File: src/rtl/mod_count_sequencer.sv
// Command-driven programmable modulo counter: runs a latched modulus/direction for a
// number of wrap-arounds (or free-runs), with pause/abort and tc/wrap/done reporting.
`timescale 1ns/1ps

//  state    | meaning
//  ST_IDLE  | waiting for a command; cmd_ready high, count holds
//  ST_RUN   | counting with the latched term/reps/direction; busy high
//  ST_DONE  | single cycle after the final wrap; done pulse visible
module mod_count_sequencer #(
   parameter int WIDTH = 4,
   parameter int REP_W = 8
) (
   input  logic             clk,
   input  logic             rst,
   input  logic             cmd_valid,
   output logic             cmd_ready,
   input  logic [WIDTH-1:0] cmd_term,
   input  logic [REP_W-1:0] cmd_reps,
   input  logic             cmd_up,
   input  logic             pause,
   input  logic             abort,
   output logic [WIDTH-1:0] count,
   output logic             tc,
   output logic [REP_W-1:0] wraps,
   output logic             busy,
   output logic             done
);

   typedef enum logic [1:0] {
      ST_IDLE = 2'd0,
      ST_RUN  = 2'd1,
      ST_DONE = 2'd2
   } state_t;

   state_t           r_state;
   logic [WIDTH-1:0] r_term;
   logic [REP_W-1:0] r_reps;
   logic             r_up;
   logic [WIDTH-1:0] r_count;
   logic             r_tc;
   logic [REP_W-1:0] r_wraps;
   logic             r_done;

   state_t           w_state_nxt;
   logic [WIDTH-1:0] w_term_nxt;
   logic [REP_W-1:0] w_reps_nxt;
   logic             w_up_nxt;
   logic [WIDTH-1:0] w_count_nxt;
   logic             w_tc_nxt;
   logic [REP_W-1:0] w_wraps_nxt;
   logic             w_done_nxt;

   logic             w_at_end;
   logic [REP_W-1:0] w_wraps_inc;

   // End of span depends on direction: term when counting up, zero when counting down.
   assign w_at_end    = r_up ? (r_count == r_term) : (r_count == '0);
   assign w_wraps_inc = r_wraps + 1'b1;

   always_ff @(posedge clk or negedge rst) begin
      if (!rst) begin
         r_state <= ST_IDLE;
         r_term  <= '0;
         r_reps  <= '0;
         r_up    <= 1'b0;
         r_count <= '0;
         r_tc    <= 1'b0;
         r_wraps <= '0;
         r_done  <= 1'b0;
      end else begin
         r_state <= w_state_nxt;
         r_term  <= w_term_nxt;
         r_reps  <= w_reps_nxt;
         r_up    <= w_up_nxt;
         r_count <= w_count_nxt;
         r_tc    <= w_tc_nxt;
         r_wraps <= w_wraps_nxt;
         r_done  <= w_done_nxt;
      end
   end

   always_comb begin
      w_state_nxt = r_state;
      w_term_nxt  = r_term;
      w_reps_nxt  = r_reps;
      w_up_nxt    = r_up;
      w_count_nxt = r_count;
      w_tc_nxt    = 1'b0;
      w_wraps_nxt = r_wraps;
      w_done_nxt  = 1'b0;

      case (r_state)
         ST_IDLE: begin
            if (cmd_valid) begin
               w_term_nxt  = cmd_term;
               w_reps_nxt  = cmd_reps;
               w_up_nxt    = cmd_up;
               w_count_nxt = cmd_up ? '0 : cmd_term;
               w_wraps_nxt = '0;
               w_state_nxt = ST_RUN;
            end
         end

         ST_RUN: begin
            if (abort) begin
               w_state_nxt = ST_IDLE;
               w_count_nxt = '0;
               w_wraps_nxt = '0;
            end else if (!pause) begin
               if (!w_at_end) begin
                  w_count_nxt = r_up ? (r_count + 1'b1) : (r_count - 1'b1);
               end else begin
                  w_count_nxt = r_up ? '0 : r_term;
                  w_tc_nxt    = 1'b1;
                  w_wraps_nxt = w_wraps_inc;
                  // reps of zero never matches, so the counter free-runs.
                  if ((r_reps != '0) && (w_wraps_inc == r_reps)) begin
                     w_state_nxt = ST_DONE;
                     w_done_nxt  = 1'b1;
                  end
               end
            end
         end

         ST_DONE: begin
            w_state_nxt = ST_IDLE;
         end

         default: begin
            w_state_nxt = ST_IDLE;
         end
      endcase
   end

   assign cmd_ready = (r_state == ST_IDLE);
   assign busy      = (r_state == ST_RUN);
   assign count     = r_count;
   assign tc        = r_tc;
   assign wraps     = r_wraps;
   assign done      = r_done;

endmodule

File: config.mk
export PLATFORM = sky130hd
export DESIGN_NAME = mod_count_sequencer
export DESIGN_NICKNAME = d
export VERILOG_FILES = /design/src/rtl/mod_count_sequencer.sv
export SDC_FILE = /design/constraint.sdc
export NUM_CORES = 1
export LEC_CHECK = 0
export CORE_MARGIN = 1.5
export CORE_UTILIZATION = 55
export CTS_BUF_LIST = sky130_fd_sc_hd__clkbuf_4 sky130_fd_sc_hd__clkbuf_8 sky130_fd_sc_hd__clkbuf_16
export DETAILED_ROUTE_END_ITERATION = 10
export HOLD_SLACK_MARGIN = 0.12
export PLACE_DENSITY = 0.82
export SLEW_MARGIN = 5
export SYNTH_ARGS = -nofsm -noshare
export SYNTH_HDL_FRONTEND = slang
export SYNTH_SLANG_ARGS = --single-unit
File: constraint.sdc
create_clock -name clk -period 5.53 [get_ports clk]
set_input_delay 1.659 -clock clk [delete_from_list [all_inputs] [get_ports clk]]
set_output_delay 1.659 -clock clk [all_outputs]
set_load 0.01 [all_outputs]
-- Word level (Yosys, flattened, before mapping)
Index checks and enable logic that the tools add are counted.
- register bits: 29
- output and inout port bits: 16
- logic and storage cells: 56
- $add $sub $neg: 3
- equality and inequality tests: 7
- multiplexer cells: 29
- reductions and logical operators: 9
- operators by type and width (cell ; count):
    $mux W8 ; 4
    $mux W4 ; 7
    $pmux W8 S2 ; 1
    $mux W1 ; 10
    $mux W2 ; 5
    $add A8 B1 Y8 const B ; 1
    $eq A8 B8 Y1 ; 1
    $pmux W4 S2 ; 1
    $reduce_and A4 Y1 ; 2
    $reduce_bool A8 Y1 ; 1
    $ne A3 B2 Y1 const B ; 2
    $add A4 B1 Y4 const B ; 1
    $eq A4 B4 Y1 ; 1
    $logic_not A4 Y1 ; 1
    $pmux W2 S2 ; 1
    $sub A4 B1 Y4 const B ; 1
    $ne A3 B3 Y1 const B ; 1
    $reduce_and A3 Y1 ; 1
    $eq A2 B1 Y1 const B ; 1
    $logic_not A2 Y1 ; 1
    $ne A2 B2 Y1 const B ; 1
    $reduce_and A2 Y1 ; 1
    $reduce_bool A2 Y1 ; 1
    $logic_and A1 B1 Y1 ; 1

-- Longest topological paths before layout
- word-level depth: 8
- gate-level depth with buffers: 8
- mapped depth without buffers: 8

-- Worst setup path after synthesis
No wires, ideal clock.
- path kind: input to register
- start point: input cmd_valid
- end point: register r_reps[0]
- library setup time: 0.125 ns
- data arrival time: 2.689 ns
- setup slack: 2.717 ns
- stages: 4
- cell sequence: and2_1 clkbuf_1 buf_1 mux2_2
- longest elaborated chain between the ends: 1
- RTL lines (item ; RTL line ; text):
    from (decl) ; 15 ; input logic cmd_valid,
    $reduce_and A2 Y1 (no source line) ; - ;
    to (signal assigned) ; 73 ; r_reps <= w_reps_nxt;
    to (decl) ; 37 ; logic [REP_W-1:0] r_reps;
No other way between the ends.
A chain may end at the register's enable or synchronous reset.

-- Final worst setup path
- start point: register r_state[0]
- end point: output busy
- longest elaborated chain between the ends: 1
- RTL lines (item ; RTL line ; text):
    from (decl) ; 35 ; state_t r_state;
    from (signal assigned) ; 71 ; r_state <= w_state_nxt;
    $eq A2 B1 Y1 ; 136 ; assign busy = (r_state == ST_RUN);
    to (decl) ; 25 ; output logic busy,
No other way between the ends.

==> results.md <==
* Placed cells at approximately 220
* # rows at 19
* Synth cell types at 43
* Relative max-transition margin at about 50%
* Total clock buffers created by CTS at 5
* Remaining DRCs at 3
* Post_cts resized at 0
* Clk slew on worst S/H paths at about 0.10 ns
* Outcome: finished, violations left
* Core area at 0.00283 mm^2
* Post-layout instance area at between 0.002 and 0.0025 mm^2
* Die Span Y at 58.2 um
* Pre-CTS WS at about 2.1 ns
* Slowest stage cell, crit path: clkdlybuf4s50_1
* Setup_tns at 0 ns
* Via count at between 1000 and 1500
* Syn_nets at around 190
* Starting Density at between 50% and 60%
* Multi-input logic area at just under 900 um^2
* Hold_buf cts at 0
* Ant. Diodes at 0
* Synth area leaders: dfrtp_1, mux2_2, xnor2_1, xor2_1, a21oi_1
* Final hold violations at 0
* EDFF count, synth at 0
* Clk sink count at 29
* Slew of the pin with the lowest slew margin at roughly 0.75 ns
* Synthesized instance count at 166
* Max Cap Viol at 0
* Max Fclk at roughly 310 MHz
* Period utilization at approximately 57%
* Switch share at between 30% and 40%
* Cell Area, Synth at 0.00168 mm^2
* Largest net degree at the start of global routing at 30
* Total GRT Usage at between 20% and 30%
* Synthesized area per cell at 10.1 um^2
* Pint at about 0.42 mW
* Clk root buf: clkbuf_4
* Leak at slightly below 0.9 nW
* # nets final at 222
* Ys async rst share at between 90% and 100%
* P_sw at 0.236 mW
* Pins over their slew limit at 0
* Fill cells at slightly above 200
* Violated checks: design-rule violations
* Share of cells above drive strength 1 at about an eighth
* RSZ-0062 raised after global routing: false
* Initial antenna violation count at 0
* Worst hold path type: reg -> reg
* Worst path max stage delay at 0.57 ns
* Flip-flop and latch area at a little over 700 um^2
* Synthesis-stage register bit count at 29
* Power Density at ~320 mW/mm^2
* Post-route insts no fill at 230
* Cell taking the most area after synthesis: dfrtp_1
* Clock buffer depth at 2
* Yosys warning count at 0
* Total global routing overflow at 0
* Final min period at approximately 3.2 ns
* Finish-stage setup viols at 0
* CP arrival at 1.52 ns
* Initial DRT Pass Iterations at 7
* WP data required at slightly below 4 ns
* Die area at 0.00339 mm^2
* Critical Path, Cell by Cell: nor2b_1 -> clkdlybuf4s50_1
* Routed len/inst at ~17 um
* Setup slack after layout at around 2.4 ns
* Seq pwr share at a little under half
* Clock skew at approximately 0.016 ns
* Yosys top cell area share at around 43%
* Detail Placement HPWL at roughly 2900 um
* Antenna viol nets, final at 0
* Sequential element share of the synthesized area at between 40% and 50%
* Synth Flop Type: dfrtp_1
* Vias in the first global route at about 1300
* Worst setup SP type: flop
* Clock power frac at 17.4%
* Worst-path fanout max at 4
* DRT iter0 DRCs at 77
* Worst vdd ir at between 0.0002 and 0.0003 V
* Final weighted congestion in routability-driven placement at roughly 0.92
* WHS at around 0.56 ns
* Dpl cell area at 0.00202 mm^2
* Port bufs at 33
* Post-CTS setup buffers at 0
* I/O pins at 34
* First-pass GRT wire length at about 6300 um
* Area delta synth->final at 22.8%
* Total wire length at approximately 3900 um
* CTS tree: yes
* Critical setup path kind: reg -> out
* Via/cell ratio at 6.02
* Horiz. Die Dim at 58.2 um
* Comb power frac at approximately 37%
* Clk Latency, worst-skew pair at about 0.33 ns
* CTS HTree Levels at 2
* CP Capture Type: primary output
[cells in the mapped netlist (all sizes together) (2+ instances only)]
master	instances
nor3	3
xnor2	7
buf	4
a221oi	2
a21oi	9
and2	5
nand3	6
a222oi	3
inv	7
o21ai	9
nand2	11
a31oi	6
nand2b	2
or3	2
clkbuf	3
xor2	6
nor2b	6
ha	3
nor4	3
mux2	12
nor2	13
dfrtp	29
[layout make-up]
| type | count | share of cell area (%) |
|---|---|---|
| tap | 31 | 1.88 |
| clock buffer | 5 | 1.82 |
| multi-input combinational | 123 | 43.2 |
| timing repair buffer | 34 | 16.4 |
| clock inverter | 1 | 0.243 |
| inverter | 7 | 1.28 |
| sequential | 29 | 35.2 |
[sequential cells by signal, indices dropped and copies added (netlist names)]
| register | flops |
|---|---|
| r_reps | 8 |
| wraps | 8 |
| count | 4 |
| r_term | 4 |
| r_state | 2 |
| done | 1 |
| r_up | 1 |
| tc | 1 |
[power by group through the flow]
stage	combinational [mW]	clock (mW)	sequential, mW
after floorplan	0.160	0	0.294
after detailed placement	0.242	0	0.302
after global placement	0.234	0	0.300
after CTS	0.243	0.115	0.298
final	0.243	0.114	0.298
after global routing	0.266	0.127	0.304
[layer usage]
layer	share of wire [%]	wire, um	vias to the layer above	global-route usage, %
met1	46	1760	670	35.2
met2	47	1810	50	38.8
met5	0	0	-	0
met3	6.1	236	5	4.91
met4	1.3	50	0	9.30
li1	-	-	660	-
[layout by cell type, fill, tap and decap left out, types with 5 or more instances in the layout]
cell and n:
a21oi_1 9, a31oi_1 5, and2_1 5, clkbuf_4 5, clkdlybuf4s50_1 33, dfrtp_1 29, inv_1 7, mux2_2 12
nand2_1 9, nand3_1 6, nor2_1 12, nor2b_1 6, o21ai_0 8, xnor2_1 7, xor2_1 6
[final timing paths]
kind	startpoint	to	slack, ns	cells past startpoint
setup / recovery	r_state[0]	busy	2.35	2
hold reg to reg	r_reps[4]	r_reps[4]	0.56	1
setup reg to reg	wraps[0]	r_state[1]	3.09	6
min in group asynchronous	rst	r_state[0]	1.70	2
max in group asynchronous	rst	count[2]	3.55	2
hold / removal	r_reps[4]	r_reps[4]	0.56	1
[per-stage QoR]
| step | power [mW] | util, % |
|---|---|---|
| after global routing | 0.697 | 72.8 |
| after floorplan | 0.454 | - |
| after detailed placement | 0.544 | 71.3 |
| after CTS | 0.656 | 72.8 |
| after global placement | 0.533 | 71.3 |
| final | 0.655 | 72.8 |
[worst max-delay path: cells and delay by family (launching register included)]
family | cells | cell delay, ns
AND/OR/NAND/NOR | 1 | 0.22
buffers and inverters | 1 | 0.57
flip-flops | 1 | 0.40
[cell families after synthesis]
family          after synthesis  synth area share (%)
compound gates               36                  14.3
mux                          13                  8.65
flops                        29                  43.3
xor+xnor                     13                  6.79
fa+ha+maj                     4                  3.43
buf+inv                      14                  3.73
simple gates                 57                  19.8
(Power assumes the default switching activity.)
